<file path="config.mk">
export PLATFORM = sky130hd
export DESIGN_NAME = pprm_stage_2_pipe_flat
export DESIGN_NICKNAME = d
export VERILOG_FILES = /design/src/rtl/pprm_stage_2_pipe_pkg.sv /design/src/rtl/pprm_stage_2_pipe_if.sv /design/src/rtl/pprm_stage_2.sv /design/src/rtl/pprm_stage_2_pipe.sv /design/src/flat_wrapper.sv
export SDC_FILE = /design/constraint.sdc
export NUM_CORES = 1
export LEC_CHECK = 0
export CELL_PAD_IN_SITES_DETAIL_PLACEMENT = 2
export CELL_PAD_IN_SITES_GLOBAL_PLACEMENT = 2
export CORE_ASPECT_RATIO = 2
export CORE_UTILIZATION = 28
export CTS_BUF_LIST = sky130_fd_sc_hd__clkbuf_4 sky130_fd_sc_hd__clkbuf_8
export DETAILED_ROUTE_END_ITERATION = 10
export PLACE_DENSITY = 0.91
export SKIP_LAST_GASP = 1
export SYNTH_ARGS = -nofsm -noshare
export SYNTH_HDL_FRONTEND = slang
export SYNTH_SLANG_ARGS = --single-unit
</file>
<file path="constraint.sdc">
create_clock -name clk -period 1.65 [get_ports clk]
set_input_delay 0.165 -clock clk [delete_from_list [all_inputs] [get_ports clk]]
set_output_delay 0.165 -clock clk [all_outputs]
set_load 0.01 [all_outputs]
</file>
<file path="src/rtl/pprm_stage_2_pipe_pkg.sv">
// Shared types for the PPRM stage-2 pipeline register: nibble type,
// occupancy state enum and the data reset constant.
package pprm_pkg;

  typedef logic [3:0] nibble_t;

  typedef enum logic [1:0] {
    EMPTY = 2'd0,
    ONE   = 2'd1,
    TWO   = 2'd2
  } state_e;

  localparam nibble_t NIBBLE_RST = 4'h0;

  // Number of held entries implied by a state.
  function automatic logic [1:0] occ_of(state_e s);
    logic [1:0] n;
    case (s)
      ONE:     n = 2'd1;
      TWO:     n = 2'd2;
      default: n = 2'd0;
    endcase
    return n;
  endfunction

endpackage

</file>
<file path="src/rtl/pprm_stage_2_pipe_if.sv">
// Handshake/data bundle between stage 1, this pipeline register and stage 3.
// slave = the pipeline block, master = the surrounding stages (or a bench).
interface pprm_stage_2_pipe_if;
  import pprm_pkg::*;

  logic    flush;
  logic    in_valid;
  logic    in_ready;
  nibble_t in_a;
  nibble_t in_b;
  nibble_t in_c;
  logic    out_valid;
  logic    out_ready;
  nibble_t out_a;
  nibble_t out_b;
  nibble_t out_d;
  logic [1:0] occupancy;

  modport slave (
    input  flush, in_valid, in_a, in_b, in_c, out_ready,
    output in_ready, out_valid, out_a, out_b, out_d, occupancy
  );

  modport master (
    output flush, in_valid, in_a, in_b, in_c, out_ready,
    input  in_ready, out_valid, out_a, out_b, out_d, occupancy
  );

endinterface

</file>
<file path="src/rtl/pprm_stage_2.sv">
// PPRM stage 2: multiplicative inverse in GF(2^4), field polynomial
// x^4 + x + 1, with 0 mapped to 0. Purely combinational.
module pprm_stage_2
  import pprm_pkg::*;
(
  input  nibble_t i_c,
  output nibble_t o_d
);

  // Inverse lookup; each pair (c, d) satisfies c*d = 1 in the field.
  always_comb begin
    case (i_c)
      4'h0: o_d = 4'h0;
      4'h1: o_d = 4'h1;
      4'h2: o_d = 4'h9;
      4'h3: o_d = 4'hE;
      4'h4: o_d = 4'hD;
      4'h5: o_d = 4'hB;
      4'h6: o_d = 4'h7;
      4'h7: o_d = 4'h6;
      4'h8: o_d = 4'hF;
      4'h9: o_d = 4'h2;
      4'hA: o_d = 4'hC;
      4'hB: o_d = 4'h5;
      4'hC: o_d = 4'hA;
      4'hD: o_d = 4'h4;
      4'hE: o_d = 4'h3;
      default: o_d = 4'h8;
    endcase
  end

endmodule

</file>
<file path="src/rtl/pprm_stage_2_pipe.sv">
// Pipeline register between PPRM stage 1 and stage 3. Inverts C on the way
// in and stores {A, B, D}. Build option PPRM_S2_SKID_EN adds a skid entry so
// in_ready is purely registered; without it a single register is used and
// in_ready passes out_ready through combinationally.
//
//   state | meaning
//   EMPTY | nothing held, out_valid low
//   ONE   | output register holds a word
//   TWO   | output and skid registers both hold words (skid build only)
module pprm_stage_2_pipe
  import pprm_pkg::*;
(
  input  logic                 clk,
  input  logic                 reset_n,
  pprm_stage_2_pipe_if.slave   bus
);

  state_e  r_state, w_state_nxt;
  logic    r_live;
  nibble_t r_out_a, r_out_b, r_out_d;
  nibble_t w_d;
  logic    w_in_fire, w_out_fire, w_load_out;
`ifdef PPRM_S2_SKID_EN
  nibble_t r_skid_a, r_skid_b, r_skid_d;
  logic    w_load_skid, w_skid_to_out;
`endif

  pprm_stage_2 u_stage_2 (.i_c(bus.in_c), .o_d(w_d));

  assign bus.out_valid = (r_state != EMPTY);
`ifdef PPRM_S2_SKID_EN
  assign bus.in_ready  = r_live && (r_state != TWO);
`else
  assign bus.in_ready  = r_live && ((r_state == EMPTY) || bus.out_ready);
`endif
  assign bus.occupancy = occ_of(r_state);
  assign bus.out_a     = r_out_a;
  assign bus.out_b     = r_out_b;
  assign bus.out_d     = r_out_d;
  assign w_in_fire     = bus.in_valid && bus.in_ready;
  assign w_out_fire    = bus.out_valid && bus.out_ready;

  // in_ready stays low until the first edge after reset release.
  always_ff @(posedge clk or negedge reset_n) begin
    if (!reset_n) r_live <= 1'b0;
    else          r_live <= 1'b1;
  end

  // State register.
  always_ff @(posedge clk or negedge reset_n) begin
    if (!reset_n) r_state <= EMPTY;
    else          r_state <= w_state_nxt;
  end

  // Next state and data-register load controls.
  always_comb begin
    w_state_nxt = r_state;
    w_load_out  = 1'b0;
`ifdef PPRM_S2_SKID_EN
    w_load_skid   = 1'b0;
    w_skid_to_out = 1'b0;
`endif
    if (bus.flush) begin
      w_state_nxt = EMPTY;
    end else begin
      case (r_state)
        EMPTY: begin
          if (w_in_fire) begin
            w_state_nxt = ONE;
            w_load_out  = 1'b1;
          end
        end
        ONE: begin
          if (w_in_fire && w_out_fire) begin
            w_load_out = 1'b1;
`ifdef PPRM_S2_SKID_EN
          end else if (w_in_fire) begin
            w_state_nxt = TWO;
            w_load_skid = 1'b1;
`endif
          end else if (w_out_fire) begin
            w_state_nxt = EMPTY;
          end
        end
`ifdef PPRM_S2_SKID_EN
        TWO: begin
          if (w_out_fire) begin
            w_state_nxt   = ONE;
            w_skid_to_out = 1'b1;
          end
        end
`endif
        default: w_state_nxt = EMPTY;
      endcase
    end
  end

  // Output register: new word from the input side, or the skid entry moving up.
  always_ff @(posedge clk or negedge reset_n) begin
    if (!reset_n) begin
      r_out_a <= NIBBLE_RST;
      r_out_b <= NIBBLE_RST;
      r_out_d <= NIBBLE_RST;
    end else if (w_load_out) begin
      r_out_a <= bus.in_a;
      r_out_b <= bus.in_b;
      r_out_d <= w_d;
`ifdef PPRM_S2_SKID_EN
    end else if (w_skid_to_out) begin
      r_out_a <= r_skid_a;
      r_out_b <= r_skid_b;
      r_out_d <= r_skid_d;
`endif
    end
  end

`ifdef PPRM_S2_SKID_EN
  // Skid entry: catches the word accepted while the output is stalled.
  always_ff @(posedge clk or negedge reset_n) begin
    if (!reset_n) begin
      r_skid_a <= NIBBLE_RST;
      r_skid_b <= NIBBLE_RST;
      r_skid_d <= NIBBLE_RST;
    end else if (w_load_skid) begin
      r_skid_a <= bus.in_a;
      r_skid_b <= bus.in_b;
      r_skid_d <= w_d;
    end
  end
`endif

endmodule

</file>
<file path="src/flat_wrapper.sv">
// flat-port wrapper written by rule: the top's interface ports become plain ports
module pprm_stage_2_pipe_flat import pprm_pkg::*;
  (clk, reset_n, bus_flush, bus_in_valid, bus_in_a, bus_in_b, bus_in_c, bus_out_ready, bus_in_ready, bus_out_valid, bus_out_a, bus_out_b, bus_out_d, bus_occupancy);
  pprm_stage_2_pipe_if bus_i ();
  input  logic clk;
  input  logic reset_n;
  input wire logic [$bits(bus_i.flush)-1:0] bus_flush;
  input wire logic [$bits(bus_i.in_valid)-1:0] bus_in_valid;
  input wire logic [$bits(bus_i.in_a)-1:0] bus_in_a;
  input wire logic [$bits(bus_i.in_b)-1:0] bus_in_b;
  input wire logic [$bits(bus_i.in_c)-1:0] bus_in_c;
  input wire logic [$bits(bus_i.out_ready)-1:0] bus_out_ready;
  output wire logic [$bits(bus_i.in_ready)-1:0] bus_in_ready;
  output wire logic [$bits(bus_i.out_valid)-1:0] bus_out_valid;
  output wire logic [$bits(bus_i.out_a)-1:0] bus_out_a;
  output wire logic [$bits(bus_i.out_b)-1:0] bus_out_b;
  output wire logic [$bits(bus_i.out_d)-1:0] bus_out_d;
  output wire logic [$bits(bus_i.occupancy)-1:0] bus_occupancy;
  assign bus_i.flush = bus_flush;
  assign bus_i.in_valid = bus_in_valid;
  assign bus_i.in_a = bus_in_a;
  assign bus_i.in_b = bus_in_b;
  assign bus_i.in_c = bus_in_c;
  assign bus_i.out_ready = bus_out_ready;
  assign bus_in_ready = bus_i.in_ready;
  assign bus_out_valid = bus_i.out_valid;
  assign bus_out_a = bus_i.out_a;
  assign bus_out_b = bus_i.out_b;
  assign bus_out_d = bus_i.out_d;
  assign bus_occupancy = bus_i.occupancy;
  pprm_stage_2_pipe u_core (.clk(clk), .reset_n(reset_n), .bus(bus_i));
endmodule
</file>
# Yosys cells after proc, flatten, opt, wreduce, memory -nomap -nowiden
# Memories as Yosys holds them, arrays and structs flattened. A register that Yosys moved wholly into a read port is not among the register bits.
# Index checks and enable logic that the tools add are counted.
# totals
regBits,11
latch_bits,0
ramBits,0
romBits,64
in_bits,17
output_inout_bits,16
elab_cells,29
memories,1
# memory_table
name,depth,word_bits,read_ports,rd_ports_with_merged_regs,write_ports,line_no,rtl
(name not given),16,4,1,1,0,pprm_stage_2.sv:12,case (i_c)
# classes
add_sub_neg,0
multipliers,0
div_mod_pow,0
n_lt_le_gt_ge,0
n_eq_ne,5
shifts,0
n_mux,10
n_bitwise,0
n_reduce_logical,9
# ops
operator,n
two-way mux 2 bit,4
case mux 2 bit (2 select lines),2
"inequality test 3 x 2 -> 1 bit, second input constant",2
logical AND 1 bit,4
two-way mux 1 bit,3
"inequality test 3 bit, second input constant",1
AND reduction 3 bit,1
"equality test 2 x 1 -> 1 bit, second input constant",1
"equality test 2 bit, second input constant",1
logical NOT 2 bit,1
case mux 1 bit (2 select lines),1
nonzero test 2 bit,1
logical NOT 1 bit,1
logical OR 1 bit,1

# Logic depth before layout (Yosys ltp)
# logic_depth
ltp_word,8
depth_mapped,5
depth_no_buf,5

# By module
# From an unflattened synthesis, not the netlist that was laid out.
# unflattened
hier_cells,63
hier_area_um2,823.3
# by_module_without_submodules
module,n_inst,cells_each,area_per_inst_um2,seq_area_each_um2
pprm_stage_2_pipe,1,35,601.8,350.3
pprm_stage_2,1,28,221.5,0.0

# Worst setup path after synthesis
# OpenSTA, ideal clock, no wires.
# synth_timing
path_kind,reg-to-reg
start,reg u_core.r_state[0]
end,reg u_core.r_out_a[1] (netlist: u_core.bus.out_a[1])
setup_time_ns,0.125
arrival_ns,1.454
slack_ns,0.071
path_stages_with_launch,6
synth_period_minus_slack_ns,1.579
cell_sequence,dfrtp_1 > nor2b_4 > or3_1 > buf_6 > buf_12 > mux2_4
# synth_between
elab_chain_cells,8
# synth_lines
element,line_no,rtl
start: declaration,pprm_stage_2_pipe.sv:18,"state_e r_state, w_state_nxt;"
start signal: assignment,pprm_stage_2_pipe.sv:52,else r_state <= w_state_nxt;
logical NOT 2 bit,"pprm_stage_2_pipe.sv:34, pprm_stage_2_pipe.sv:66",
logical OR 1 bit,pprm_stage_2_pipe.sv:34,assign bus.in_ready = r_live && ((r_state == EMPTY) || bus.out_ready);
logical AND 1 bit,pprm_stage_2_pipe.sv:34,
logical AND 1 bit,pprm_stage_2_pipe.sv:40,assign w_in_fire = bus.in_valid && bus.in_ready;
logical AND 1 bit,pprm_stage_2_pipe.sv:74,if (w_in_fire && w_out_fire) begin
two-way mux 1 bit,pprm_stage_2_pipe.sv:74,
case mux 1 bit (2 select lines) *,pprm_stage_2_pipe.sv:66,case (r_state)
two-way mux 1 bit *,pprm_stage_2_pipe.sv:63,if (bus.flush) begin
end signal: assignment,pprm_stage_2_pipe.sv:105,r_out_a <= bus.in_a;
end: declaration,pprm_stage_2_pipe.sv:20,"nibble_t r_out_a, r_out_b, r_out_d;"
# Mark *: on every way between the ends. The rest lies on a longest branch, timed or not.
# A chain may end at the register's enable or synchronous reset.

# Worst setup path after layout
# layout_timing
start,reg u_core.r_state[0]
end,reg u_core.r_out_b[3] (netlist: u_core.bus.out_b[3])
# layout_between
elab_chain_cells,8
# layout_lines
element,line_no,rtl
logical NOT 2 bit,"pprm_stage_2_pipe.sv:34, pprm_stage_2_pipe.sv:66",
logical OR 1 bit,pprm_stage_2_pipe.sv:34,
logical AND 1 bit,pprm_stage_2_pipe.sv:34,
logical AND 1 bit,pprm_stage_2_pipe.sv:40,
logical AND 1 bit,pprm_stage_2_pipe.sv:74,
two-way mux 1 bit,pprm_stage_2_pipe.sv:74,
case mux 1 bit (2 select lines) *,pprm_stage_2_pipe.sv:66,
two-way mux 1 bit *,pprm_stage_2_pipe.sv:63,
end signal: assignment,pprm_stage_2_pipe.sv:106,r_out_b <= bus.in_b;
end: declaration,pprm_stage_2_pipe.sv:20,
# Marks and branches as above.

==> qor.txt <==
Final wirelength -> 2340 µm
Number of buffers created by CTS -> 3
Fill count -> 304
Die width -> 40.7 µm
Pre-antenna DRT Iters -> 2
Worst-path clk slew -> 0.06 ns
Rows -> 27
Synth Area in Adders -> 0.104
Delay-heaviest family, CP -> simple AND/OR/NAND/NOR gates
Bufs and invs on worst path -> 1
Final Hold Fails -> 0
Post-synth EDFFs -> 0
Area Growth Syn to Fin -> 51.4%
Die area -> 3230 µm²
Max VDD drop -> 352 µV
First-pass GRT wire length -> 3500 µm
Synthesized Nets -> 91
Post-synthesis cell area -> 840 µm²
Max-Cap Viols -> 0
Synth Area in Compound Gates -> 0.104
Fmax -> 655 MHz
Crit path max fanout -> 13
Detailed Place HPWL -> 1870 µm
Core Box Area -> 2800 µm²
Avg Cell Area, Syn -> 12.5 µm²
Headroom to the max-slew limit -> 0.561
Die Y -> 79.4 µm
Slew @ Worst Pin -> 0.656 ns
Initial antenna violation count -> 0
Starting density of the core -> 0.299
PwrDens -> 925 nW/µm²
Share of the synthesized area in the top cell type -> 0.417
HP Class -> primary input to async pin
XOR/XNOR Fraction of Synth Area -> 0.0104
Ports -> 33
Final setup vio count -> 0
Clock Skews -> 0.00778 ns
Number of global-route vias before repair -> 722
Most common cell after layout, fill and taps aside -> clkdlybuf4s50_1
Remaining antenna violation count -> 0
Antenna cells -> 0
Area taken by multi-input logic gates -> 423 µm²
Main combinational cell family by area after synthesis -> multiplexers
Sequential cell area fraction in the yosys report -> 0.417
Critical Path Source Type -> register
Drt wl/cell -> 17.1 µm
Mapped Cells -> 67
YS warnings -> 0
Worst-path cell chain -> nor2b_4, or3_1, buf_4, mux2_4
Dpl cells -> 133
# DRC -> 0
Worst path slowest cell -> dfrtp_1
Cell accounting for the most synthesized area -> dfrtp_1
Critical Path AT -> 1.67 ns
Commonest non-fill, non-tap cells in the layout -> clkdlybuf4s50_1, dfrtp_1, buf_4
Final Hold Slack -> 0.312 ns
H-tree levels -> 1
Buffers on Ports -> 31
Worst setup path category -> register to register
Vias per inst -> 4.85
Period utilization -> 0.925
Vias -> 664
Sink Count -> 14
FFs w/ async S/R, synth -> 1.00
CTS tree -> built
Count of final max-slew check failures -> 0
Static Leak -> 0.595 nW
Clk Tree Root Cell -> clkbuf_8
Net count of the finished layout -> 133
Seq cells post-synth -> 14
Post-synthesis mux area share -> 0.186
Total gr overflow -> 0
CTS max path bufs -> 2
Synth top area cells -> dfrtp_1, mux2_4, ha_1
Clk Latency, worst-skew pair -> 0.25 ns
FF+latch area -> 350 µm²
CP Capture Type -> register
Gr usage total -> 0.163
Post-route minimum period -> 1.53 ns
Simple-gate share of the synthesized area -> 0.0894
Layout cell share with drive strength beyond 1 -> 0.269
Final non-filler cell total -> 137
Predominant post-synthesis flop cell -> dfrtp_1
DR iter-0 viols -> 1
RSZ-0062 raised after global routing -> false
CP peak stage delay -> 0.40 ns
Synth unique cells -> 28
Outcome -> finished, final reports clean
GP Congestion -> 0.690
Largest net degree at the start of global routing -> 15
WP data required -> 1.79 ns
==> synth_stat cells, drive strengths merged (2+ instances only) <==
master	number
dfrtp	14
conb	2
inv	4
o21ai	2
buf	5
ha	7
nand2	3
nor2	2
o31ai	5
mux2	9
==> worst register-to-register path: stages (launching register included) <==
cell and delay (ns):
dfrtp_1 0.40, nor2b_4 0.14, or3_1 0.35, buf_4 0.21
mux2_4 0.32
==> sequential cells by signal, summed over array words and instances (netlist names) <==
| name | cells |
|---|---|
| u_core.bus.out_a | 4 |
| u_core.bus.out_b | 4 |
| u_core.bus.out_d | 4 |
| u_core.r_live | 1 |
| u_core.r_state | 1 |
==> worst paths after layout <==
check	from	endpoint	cells past startpoint	slack (ns)
setup / recovery	u_core.r_state[0]	u_core.bus.out_b[3]	4	0.12
hold / removal	reset_n	u_core.bus.out_a[1]	1	0.31
setup reg to reg	u_core.r_state[0]	u_core.bus.out_b[3]	4	0.12
hold reg to reg	u_core.bus.out_a[3]	u_core.bus.out_a[3]	1	0.51
max in group asynchronous	reset_n	u_core.r_live	1	0.91
min in group clk	u_core.bus.out_a[3]	u_core.bus.out_a[3]	1	0.51
==> kinds of logic (layout without fill, tap and decap cells) <==
family,after synthesis,in the layout
buffers and inverters,9,50
other,2,2
adders and majority gates,7,7
DFF,14,14
muxes,11,11
AOI/OAI and AO/OA,12,12
and+or+nand+nor,11,11
xor gates and xnor gates,1,1
==> repair_timing <==
action,in CTS,in global routing
gates resized for setup,1,0
setup buffers,0,0
hold buffers,0,0
setup endpoints to repair,1,0
==> final cells by class <==
cell class                 count  area share
sequential                    14       0.276
multi-input combinational     44       0.333
inverter                       4      0.0118
tap                           29      0.0285
timing repair buffer          42       0.308
clock buffer                   4      0.0433
==> power by group <==
part | leakage (nW) | total, mW | internal [mW] | switching (mW)
registers | 0.169 | 0.446 | 0.409 | 0.0371
clock network | 0.0288 | 0.344 | 0.212 | 0.132
logic | 0.397 | 0.387 | 0.246 | 0.141
total | 0.595 | 1.18 | 0.866 | 0.310
==> through the flow <==
| step | util | area (µm²) | setup WS [ns] | TNS (ns) | power, mW |
|---|---|---|---|---|---|
| finish | 0.453 | 1270 | 0.124 | 0 | 1.18 |
| global route | 0.453 | 1270 | 0.0579 | 0 | 1.23 |
| CTS | 0.453 | 1270 | 0.0986 | 0 | 1.20 |
| detailed placement | 0.434 | 1220 | -0.129 | -1.13 | 0.844 |
| global placement | 0.434 | 1220 | -0.0422 | -0.298 | 0.822 |
| floorplan | - | 840 | 0.0711 | 0 | 0.611 |
==> routing by layer <==
| metal | share of wire | wire length (µm) | track usage |
|---|---|---|---|
| met4 | 0.023 | 54 | 0.0900 |
| met3 | 0.037 | 87 | 0.0279 |
| met1 | 0.34 | 797 | 0.159 |
| met2 | 0.60 | 1400 | 0.289 |
| met5 | 0 | 0 | 0 |
Power figures use the tool's default switching activity.
